[config.mk]
export PLATFORM = sky130hd
export DESIGN_NAME = ofdm_decode_ctrl_flat
export DESIGN_NICKNAME = d
export VERILOG_FILES = /design/src/rtl/ofdm_decode_ctrl_if.sv /design/src/rtl/ofdm_decode_ctrl.sv /design/src/flat_wrapper.sv
export SDC_FILE = /design/constraint.sdc
export NUM_CORES = 1
export LEC_CHECK = 0
export ABC_AREA = 1
export BUFFER_PORTS_ARGS = -buffer_cell sky130_fd_sc_hd__buf_2
export CORE_MARGIN = 2
export CORE_UTILIZATION = 40
export CTS_CLUSTER_DIAMETER = 30
export DETAILED_ROUTE_END_ITERATION = 8
export GPL_ROUTABILITY_DRIVEN = 0
export MAX_ROUTING_LAYER = met4
export PLACE_DENSITY = 0.62
export SETUP_SLACK_MARGIN = 0.2
export SKIP_LAST_GASP = 1
export SLEW_MARGIN = 5
export SYNTH_ARGS = -nofsm -noshare
export SYNTH_HDL_FRONTEND = slang
export SYNTH_SLANG_ARGS = --single-unit
export TNS_END_PERCENT = 10
[constraint.sdc]
create_clock -name clock -period 7.6 [get_ports clock]
set_input_delay 0.38 -clock clock [delete_from_list [all_inputs] [get_ports clock]]
set_output_delay 0.38 -clock clock [all_outputs]
set_load 0.01 [all_outputs]
[src/rtl/ofdm_decode_ctrl_if.sv]
// Link between the OFDM decode sequencer and the decoder datapath: decoder
// configuration, decoded-byte return path and upstream sample gating.
interface ofdm_decode_ctrl_if;
  logic        sample_in_strobe;
  logic        sample_accept;
  logic [7:0]  byte_in;
  logic        byte_in_strobe;
  logic        dec_reset;
  logic        dec_enable;
  logic [7:0]  dec_rate;
  logic        dec_do_descramble;
  logic [31:0] dec_num_bits;

  modport master (
    input  sample_in_strobe, byte_in, byte_in_strobe,
    output sample_accept, dec_reset, dec_enable, dec_rate, dec_do_descramble, dec_num_bits
  );

  modport slave (
    output sample_in_strobe, byte_in, byte_in_strobe,
    input  sample_accept, dec_reset, dec_enable, dec_rate, dec_do_descramble, dec_num_bits
  );
endinterface

[src/rtl/ofdm_decode_ctrl.sv]
// Per-packet sequencer for the OFDM decoder: SIGNAL decode and check, DATA
// coded-bit budget via a serial divider, then PSDU byte counting to packet end.
module ofdm_decode_ctrl #(
  parameter int SIG_TIMEOUT = 1024,
  parameter int MAX_LEN     = 4095
) (
  input  logic               clock,
  input  logic               reset,
  input  logic               enable,
  input  logic               start,
  input  logic               abort,
  ofdm_decode_ctrl_if.master dec,
  output logic [3:0]         pkt_rate,
  output logic [11:0]        pkt_len,
  output logic               sig_valid,
  output logic               sig_error,
  output logic               pkt_done,
  output logic               busy
);
  localparam logic [2:0] S_IDLE     = 3'd0;
  localparam logic [2:0] S_SIG_RST  = 3'd1;
  localparam logic [2:0] S_SIG      = 3'd2;
  localparam logic [2:0] S_CHECK    = 3'd3;
  localparam logic [2:0] S_DIV      = 3'd4;
  localparam logic [2:0] S_DATA_RST = 3'd5;
  localparam logic [2:0] S_DATA     = 3'd6;

  localparam int              TW         = $clog2(SIG_TIMEOUT + 1);
  localparam logic [TW-1:0]   TIMER_LAST = TW'(SIG_TIMEOUT - 1);
  localparam logic [11:0]     LEN_MAX    = 12'(MAX_LEN);

  function automatic logic [7:0] ndbps_of(input logic [3:0] r);
    case (r)
      4'hB:    ndbps_of = 8'd24;
      4'hF:    ndbps_of = 8'd36;
      4'hA:    ndbps_of = 8'd48;
      4'hE:    ndbps_of = 8'd72;
      4'h9:    ndbps_of = 8'd96;
      4'hD:    ndbps_of = 8'd144;
      4'h8:    ndbps_of = 8'd192;
      4'hC:    ndbps_of = 8'd216;
      default: ndbps_of = 8'd0;
    endcase
  endfunction

  logic [2:0]    state;
  logic [17:0]   sig;
  logic [11:0]   byte_cnt;
  logic [16:0]   samp_cnt;
  logic [16:0]   samp_tgt;
  logic [TW-1:0] sig_timer;
  logic [7:0]    ndbps;
  logic [15:0]   div_q;
  logic [7:0]    div_rem;
  logic [4:0]    div_cnt;
  logic [7:0]    rate_q;
  logic          desc_q;
  logic [31:0]   nbits_q;

  logic [3:0]  sig_rate;
  logic [11:0] sig_len;
  logic        sig_ok;
  logic [8:0]  div_trial;
  logic [8:0]  div_diff;
  logic [15:0] nsym;
  logic [23:0] nbits_prod;
  logic [16:0] nsym_samps;

  assign sig_rate = sig[3:0];
  assign sig_len  = sig[16:5];
  assign sig_ok   = ~^sig && !sig[4] && (ndbps_of(sig_rate) != 8'd0) &&
                    (sig_len != 12'd0) && (sig_len <= LEN_MAX);

  // Remainder stays below NDBPS (<256), so bit 8 of the difference is the borrow.
  assign div_trial  = {div_rem, div_q[15]};
  assign div_diff   = div_trial - {1'b0, ndbps};
  assign nsym       = div_q + {15'd0, |div_rem};
  assign nbits_prod = {8'd0, nsym} * {16'd0, ndbps};
  assign nsym_samps = {1'b0, nsym} * 17'd48;

  assign busy                  = (state != S_IDLE);
  assign dec.dec_reset         = (state == S_IDLE) || (state == S_SIG_RST) || (state == S_DATA_RST);
  assign dec.dec_enable        = busy;
  assign dec.dec_rate          = rate_q;
  assign dec.dec_do_descramble = desc_q;
  assign dec.dec_num_bits      = nbits_q;
  assign dec.sample_accept     = ((state == S_SIG)  && (samp_cnt < 17'd48)) ||
                                 ((state == S_DATA) && (samp_cnt < samp_tgt));

  always_ff @(posedge clock or negedge reset) begin
    if (!reset) begin
      state     <= S_IDLE;
      sig       <= '0;
      byte_cnt  <= '0;
      samp_cnt  <= '0;
      samp_tgt  <= '0;
      sig_timer <= '0;
      ndbps     <= '0;
      div_q     <= '0;
      div_rem   <= '0;
      div_cnt   <= '0;
      rate_q    <= 8'h0B;
      desc_q    <= 1'b0;
      nbits_q   <= 32'd48;
      pkt_rate  <= '0;
      pkt_len   <= '0;
      sig_valid <= 1'b0;
      sig_error <= 1'b0;
      pkt_done  <= 1'b0;
    end else begin
      sig_error <= 1'b0;
      pkt_done  <= 1'b0;
      if (abort) begin
        state     <= S_IDLE;
        sig_valid <= 1'b0;
      end else if (enable) begin
        case (state)
          S_IDLE: if (start) begin
            state   <= S_SIG_RST;
            rate_q  <= 8'h0B;
            desc_q  <= 1'b0;
            nbits_q <= 32'd48;
          end
          S_SIG_RST: begin
            samp_cnt  <= '0;
            byte_cnt  <= '0;
            sig_timer <= '0;
            sig       <= '0;
            state     <= S_SIG;
          end
          S_SIG: begin
            sig_timer <= sig_timer + TW'(1);
            if (dec.sample_in_strobe && dec.sample_accept) samp_cnt <= samp_cnt + 17'd1;
            if (dec.byte_in_strobe) begin
              byte_cnt <= byte_cnt + 12'd1;
              case (byte_cnt[1:0])
                2'd0:    sig[7:0]   <= dec.byte_in;
                2'd1:    sig[15:8]  <= dec.byte_in;
                default: sig[17:16] <= dec.byte_in[1:0];
              endcase
            end
            // A completing third byte wins over a timeout landing on the same cycle.
            if (dec.byte_in_strobe && byte_cnt == 12'd2) begin
              state <= S_CHECK;
            end else if (sig_timer == TIMER_LAST) begin
              sig_error <= 1'b1;
              state     <= S_IDLE;
            end
          end
          S_CHECK: begin
            if (sig_ok) begin
              pkt_rate  <= sig_rate;
              pkt_len   <= sig_len;
              sig_valid <= 1'b1;
              ndbps     <= ndbps_of(sig_rate);
              div_q     <= 16'd22 + {1'b0, sig_len, 3'b000};
              div_rem   <= '0;
              div_cnt   <= '0;
              state     <= S_DIV;
            end else begin
              sig_error <= 1'b1;
              state     <= S_IDLE;
            end
          end
          S_DIV: begin
            if (div_cnt == 5'd16) begin
              nbits_q  <= {7'd0, nbits_prod, 1'b0};
              samp_tgt <= nsym_samps;
              rate_q   <= {4'b0, pkt_rate};
              desc_q   <= 1'b1;
              state    <= S_DATA_RST;
            end else begin
              div_cnt <= div_cnt + 5'd1;
              if (!div_diff[8]) begin
                div_rem <= div_diff[7:0];
                div_q   <= {div_q[14:0], 1'b1};
              end else begin
                div_rem <= div_trial[7:0];
                div_q   <= {div_q[14:0], 1'b0};
              end
            end
          end
          S_DATA_RST: begin
            samp_cnt <= '0;
            byte_cnt <= '0;
            state    <= S_DATA;
          end
          S_DATA: begin
            if (dec.sample_in_strobe && dec.sample_accept) samp_cnt <= samp_cnt + 17'd1;
            if (dec.byte_in_strobe) begin
              byte_cnt <= byte_cnt + 12'd1;
              if (byte_cnt + 12'd1 == pkt_len) begin
                pkt_done  <= 1'b1;
                sig_valid <= 1'b0;
                state     <= S_IDLE;
              end
            end
          end
          default: state <= S_IDLE;
        endcase
      end
    end
  end
endmodule
[src/flat_wrapper.sv]
// flat-port wrapper written by rule: the top's interface ports become plain ports
module ofdm_decode_ctrl_flat 
#(
  parameter int SIG_TIMEOUT = 1024,
  parameter int MAX_LEN     = 4095
)
  (clock, reset, enable, start, abort, pkt_rate, pkt_len, sig_valid, sig_error, pkt_done, busy, dec_sample_in_strobe, dec_byte_in, dec_byte_in_strobe, dec_sample_accept, dec_dec_reset, dec_dec_enable, dec_dec_rate, dec_dec_do_descramble, dec_dec_num_bits);
  ofdm_decode_ctrl_if dec_i ();
  input  logic clock;
  input  logic reset;
  input  logic enable;
  input  logic start;
  input  logic abort;
  output logic [3:0] pkt_rate;
  output logic [11:0] pkt_len;
  output logic sig_valid;
  output logic sig_error;
  output logic pkt_done;
  output logic busy;
  input wire logic [$bits(dec_i.sample_in_strobe)-1:0] dec_sample_in_strobe;
  input wire logic [$bits(dec_i.byte_in)-1:0] dec_byte_in;
  input wire logic [$bits(dec_i.byte_in_strobe)-1:0] dec_byte_in_strobe;
  output wire logic [$bits(dec_i.sample_accept)-1:0] dec_sample_accept;
  output wire logic [$bits(dec_i.dec_reset)-1:0] dec_dec_reset;
  output wire logic [$bits(dec_i.dec_enable)-1:0] dec_dec_enable;
  output wire logic [$bits(dec_i.dec_rate)-1:0] dec_dec_rate;
  output wire logic [$bits(dec_i.dec_do_descramble)-1:0] dec_dec_do_descramble;
  output wire logic [$bits(dec_i.dec_num_bits)-1:0] dec_dec_num_bits;
  assign dec_i.sample_in_strobe = dec_sample_in_strobe;
  assign dec_i.byte_in = dec_byte_in;
  assign dec_i.byte_in_strobe = dec_byte_in_strobe;
  assign dec_sample_accept = dec_i.sample_accept;
  assign dec_dec_reset = dec_i.dec_reset;
  assign dec_dec_enable = dec_i.dec_enable;
  assign dec_dec_rate = dec_i.dec_rate;
  assign dec_dec_do_descramble = dec_i.dec_do_descramble;
  assign dec_dec_num_bits = dec_i.dec_num_bits;
  ofdm_decode_ctrl #(.SIG_TIMEOUT(SIG_TIMEOUT), .MAX_LEN(MAX_LEN)) u_core (.clock(clock), .reset(reset), .enable(enable), .start(start), .abort(abort), .dec(dec_i), .pkt_rate(pkt_rate), .pkt_len(pkt_len), .sig_valid(sig_valid), .sig_error(sig_error), .pkt_done(pkt_done), .busy(busy));
endmodule
[Yosys cells after proc, flatten, opt, wreduce, memory -nomap -nowiden]
Memories as Yosys holds them, arrays and structs flattened. A register that Yosys moved wholly into a read port is not among the register bits.
Cells that the tools add are included.
Storage, ports and cells
  logic and storage cells: 160
  bits in read-only memories: 192
  memory bits (writable): 0
  register bits: 171
  bits in latches: 0
  memories kept: 2
  output and inout bits: 64
  bits of input ports: 15
Memory list
  (no name shown): words 16, width 6, read ports 1, clocked after memory_dff 1, write ports 0, RTL line ofdm_decode_ctrl.sv:33  | case (r)
  (no name shown): words 16, width 6, read ports 1, clocked after memory_dff 0, write ports 0, RTL line ofdm_decode_ctrl.sv:33
Operators by class
  shift-type cells: 0
  divide/modulo/power cells: 0
  reductions and logical operators: 41
  order comparisons: 3
  bitwise operators: 1
  muxes and demuxes: 57
  add/sub/neg operators: 7
  multiply operators: 2
  equal/unequal tests: 27
Operators with widths (count)
  $mux 32: 2
  $pmux 32 s2: 1
  $mux 8: 7
  $pmux 18 s2: 1
  $pmux 17 s2: 1
  $mux 16: 2
  $pmux 16 s2: 1
  $pmux 8 s2: 2
  $reduce_and 5->1: 6
  $mux 3: 9
  $mul 16x8->24: 1
  $pmux 12 s2: 1
  $pmux 11 s2: 1
  $pmux 3 s7: 1
  $mux 1: 18
  $mux 18: 1
  $reduce_xnor 18->1: 1
  $add 17x1->17 const B: 1
  $lt 17x17->1: 1
  $lt 17x6->1 const B: 1
  $mux 17: 1
  $add 16x1->16: 1
  $add 5x15->16 const A: 1
  $mul 16x2->13 const B: 1
  other kinds (38): 75

[Depth between registers and ports, before layout]
  depth after elaboration: 9
  depth in mapped cells: 29
  depth with buffers taken out: 29

[Worst setup path before layout]
OpenSTA, ideal clock, no wires.
  kind: reg-to-reg
  from: register u_core.div_rem[2]
  to: register u_core.nbits_q[24], in the netlist u_core.dec.dec_num_bits[24]
  cell stages (with the launch flop): 27
  buffers on the path: 0
  arrival time: 4.877 ns
  data required time: 7.483 ns
  slack: 2.606 ns
  setup time: 0.117 ns
  cell sequence: dfrtp_1 > nor4_1 > nand2_1 > ha_1 > ha_1 > nand3_1 > nor2_1 > inv_1 > nor2_1 > inv_1 > nor3_2 > nand3_1 > xor2_1 > nor2_1 > fa_1 > fa_1 > fa_1 > ha_1 > ha_1 > nand2_1 > nor3_1 > nor3b_1 > nand4_1 > nand3_1 > nand2_1 > nand3_1 > nand2_1
On the way
  word-level cells in the longest chain between the ends: 5
Ends and longest elaborated chain
  start: declaration: RTL line ofdm_decode_ctrl.sv:54  | logic [7:0] div_rem;
  start signal: assignment: RTL line ofdm_decode_ctrl.sv:175  | div_rem <= div_diff[7:0];
  start signal: assignment: RTL line ofdm_decode_ctrl.sv:178  | div_rem <= div_trial[7:0];
  $reduce_or 8->1: RTL line ofdm_decode_ctrl.sv:77  | assign nsym = div_q + {15'd0, |div_rem};
  $add 16x1->16: RTL line ofdm_decode_ctrl.sv:77
  $mul 16x8->24: RTL line ofdm_decode_ctrl.sv:78  | assign nbits_prod = {8'd0, nsym} * {16'd0, ndbps};
  $mux 32: RTL line ofdm_decode_ctrl.sv:166  | if (div_cnt == 5'd16) begin
  $pmux 32 s2: RTL line ofdm_decode_ctrl.sv:117  | case (state)
  end signal: assignment: RTL line ofdm_decode_ctrl.sv:167  | nbits_q <= {7'd0, nbits_prod, 1'b0};
  end: declaration: RTL line ofdm_decode_ctrl.sv:58  | logic [31:0] nbits_q;
Every way passes these cells. The select of a mux whose other input is x is not followed.
A chain may end at the register's enable or synchronous reset.

[Final worst setup path]
  from: register u_core.div_rem[3]
  to: register u_core.nbits_q[24], in the netlist u_core.dec.dec_num_bits[24]
The elaborated chain is that of the path after synthesis.

==> results.yml <==
grt:
  track_usage_pct: 20.1
  grt_pass1_vias: 10400
  grt-ovfl-total: 0
  met3_usage_pct: 3.02
  grt_pass1_wl_um: 51900
  grtUsageMet2_pct: 31.0
  grt_max_degree: 91
  grt_busiest_layer: "met2"
  grtUsageMet1_pct: 27.4
  antenna_found_initial: 0
power_and_ir_drop:
  clockPowerShare_pct: 15.1
  p_sw_share_pct: 50.3
  p_leak_uw: 0.00687
  pwr-share-comb_pct: 68.1
  p_per_area_mw_per_mm2: 442
  intPower_uw: 2970
  netSwitchingPower_uw: 3010
  finalPower_uw: 5980
  ir_worst_vdd_v: 0.000420
  power.share.sequential_pct: 16.9
sta:
  slew_headroom_pct: 39.4
  tns_ps: 0
  rsz0062_at_grt: "false"
  worst_slack_ps: 1850
  skew_ps: 19.2
  fin_crit_ps: 5750
  period_share_pct: 75.7
  setup_viol: 0
  fmax_mhz: 174
  hold_viol: 0
  worst_pin_slew_ps: 909
  report.final.slew_viol_count: 0
layout:
  layout.nets: 1809
  fin_cells: 2050
  n_antenna_cell: 0
  drive_gt1_share_pct: 9.67
  fin_util_pct: 44.4
  syn_to_final_growth_pct: 9.46
place:
  dp.final_hpwl_um: 23400
  place_ws_ps: 1850
  dp_cells: 2019
  port_buffers: 64
clock_network:
  clock_sinks: 155
  root_buffer: "clkbuf_16"
  clk_path_buf_depth: 2
  path_clk_slew_ps: 80
  clkLatencyLatePin_ps: 450
  h-tree-depth: 4
  ctsHoldBuffers: 0
  cts_tree: "yes"
  post_cts_resized: 0
  cts-buffers-inserted: 17
  post-cts-setup-buffer-count: 0
detailed_routing:
  drt_wl_total_um: 30500
  route.detailed.drc: 0
  vias: 10500
  drtIter0Drc: 629
  vias_per_cell: 5.12
  drt_first_pass_iters: 5
  antenna_left: 0
  routedWlPerCell_um: 14.9
synthesis:
  async_flop_share_pct: 100
  netlist_instances: 1594
  syn_area_sq_mm: 0.0124
  ys_ff_latch: 155
  yosys_warnings: 0
  ys_types: 59
  synth_seq_area_share_pct: 31.4
  synth-edff-count: 0
  synth_flop_cell: "dfrtp_1"
  syn-mean-instance-area_sq_um: 7.76
critical_path:
  reg2reg_slack_ps: 1850
  worstPathRequired_ps: 7990
  setup.worst_path.end_class: "flop"
  critPathLaunchType: "flop"
  crit_arrival_ps: 6140
  critical_path_class: "reg2reg"
  worstPathMaxFanout: 6
floorplan:
  dieArea_sq_mm: 0.0324
  core_area_sq_mm: 0.0305
  die_h_um: 180
  rows: 64
  ios: 79
  initial_core_util_pct: 40.6
  die_w_um: 180
job:
  maxCapViolations: 0
worst_hold_path:
  hp-class: "in2async"
outcome:
  status: "complete, no violations"
-- worst max-delay path: stages (launching register included) --
cell and delay, ps:
dfrtp_1 410, nor4_1 300, nand2_1 110, ha_1 230, ha_1 220, nand3_1 120
nor2_1 60, inv_1 60, nor2_1 40, inv_1 100, nor3_2 60, nand3_1 80
xor2_1 420, nor2_1 120, fa_1 480, fa_1 520, fa_1 490, ha_1 300
ha_1 360, nand2_1 120, nor3_1 190, nor3b_1 370, nand4_1 150, nand3_1 130
or2_2 110, nand3_1 60, nand2_1 70
-- cells in the mapped netlist (all sizes together), types with 2 or more instances --
master | number | area (sq um)
a21o | 3 | 22.5
a21oi | 61 | 309
a22o | 3 | 26.3
a22oi | 2 | 15.0
a2bb2oi | 3 | 26.3
buf | 34 | 255
clkbuf | 15 | 56.3
dfrtp | 150 | 3750
dfstp | 5 | 131
fa | 59 | 1180
ha | 93 | 1160
inv | 205 | 774
nand2 | 374 | 1430
nand3 | 89 | 473
nand3b | 5 | 37.5
nand4 | 27 | 181
nor2 | 172 | 711
nor3 | 25 | 151
nor4 | 7 | 50.1
o2111ai | 2 | 17.5
o211ai | 2 | 15.0
o21a | 2 | 15.0
o21ai | 151 | 759
o21bai | 3 | 22.5
o22a | 2 | 17.5
o22ai | 17 | 106
o31ai | 5 | 37.5
or2 | 16 | 100
xnor2 | 13 | 114
xor2 | 40 | 350
-- cell usage in the layout, fill, tap and decap left out, drive strengths merged, types with 2 or more instances in the layout --
| cell type | n |
|---|---|
| o21ai | 151 |
| clkinv | 4 |
| bufinv | 3 |
| fa | 59 |
| dfstp | 5 |
| o2111ai | 2 |
| o21a | 2 |
| nor2 | 172 |
| inv | 210 |
| a22oi | 2 |
| o22ai | 17 |
| a2bb2oi | 3 |
| xnor2 | 13 |
| o21bai | 3 |
| nand3b | 5 |
| ha | 93 |
| a21o | 3 |
| nand3 | 89 |
| dfrtp | 150 |
| xor2 | 40 |
| o31ai | 5 |
| or2 | 16 |
| a22o | 3 |
| nor3 | 25 |
| nand2 | 374 |
| o22a | 2 |
| buf | 65 |
| nor4 | 7 |
| o211ai | 2 |
| nand4 | 27 |
| a21oi | 61 |
| clkbuf | 19 |
| conb | 14 |
-- cell type report --
class / count / area (sq um)
clock buffers: 19 / 443
multi-input cells: 1197 / 7450
repair buffers: 65 / 334
fillers: 3042 / 17000
clock inverters: 12 / 160
well taps: 396 / 495
flip-flops and latches: 155 / 3880
inverters: 206 / 778
-- stage by stage --
stage | hold slack (ps) | instance area [sq um]
6_report | 44.5 | 13500
5_1_grt | 116 | 13500
4_1_cts | 57.0 | 13500
3_5_place_dp | 457 | 12900
3_3_place_gp | 451 | 12900
2_1_floorplan | 84.4 | 12400
-- power by group through the flow --
stage,Combinational (uW),Clock (uW),Sequential [uW]
global route,4780,956,1020
CTS,4080,920,1010
global placement,3990,0,1020
finish,4070,900,1010
detailed placement,4010,0,1020
floorplan,3200,0,987
-- path summary, 6_finish.rpt --
check | startpoint | endpoint | depth (start not counted)
max | u_core.div_rem[3] | u_core.dec.dec_num_bits[24] | 26
min | reset | u_core.div_rem[3] | 1
max reg2reg | u_core.div_rem[3] | u_core.dec.dec_num_bits[24] | 26
min reg2reg | u_core.sig_timer[10] | u_core.sig_timer[10] | 1
max in group asynchronous | reset | u_core.dec.dec_num_bits[15] | 2
min in group clock | dec_byte_in[1] | u_core.sig[17] | 3
-- state kept, by name, indices dropped and copies added (netlist names), 5 cells and up --
register                 flops
u_core.dec.dec_num_bits     22
u_core.sig                  18
u_core.samp_cnt             17
u_core.div_q                16
u_core.samp_tgt             13
u_core.byte_cnt             12
u_core.pkt_len              12
u_core.sig_timer            11
u_core.div_rem               8
u_core.ndbps                 6
u_core.div_cnt               5
-- routing by layer --
metal  vias to the layer above  share of wire [%]
li1                       5252                  -
met1                      4967                 48
met2                       241                 45
met3                        39                4.4
met4                         0                2.0
met5                         -                  0
-- cells by family (layout without fill, tap and decap cells) --
family / after synthesis / after routing / share of synthesized area [%]
and+or+nand+nor: 718 / 718 / 25.5
AOI/OAI and AO/OA: 260 / 260 / 11.5
other: 1 / 14 / 0.0303
adders and majority gates: 152 / 152 / 19.0
xor gates and xnor gates: 53 / 53 / 3.75
DFF: 155 / 155 / 31.4
buffers and inverters: 255 / 302 / 8.81
(Power assumes the default switching activity.)
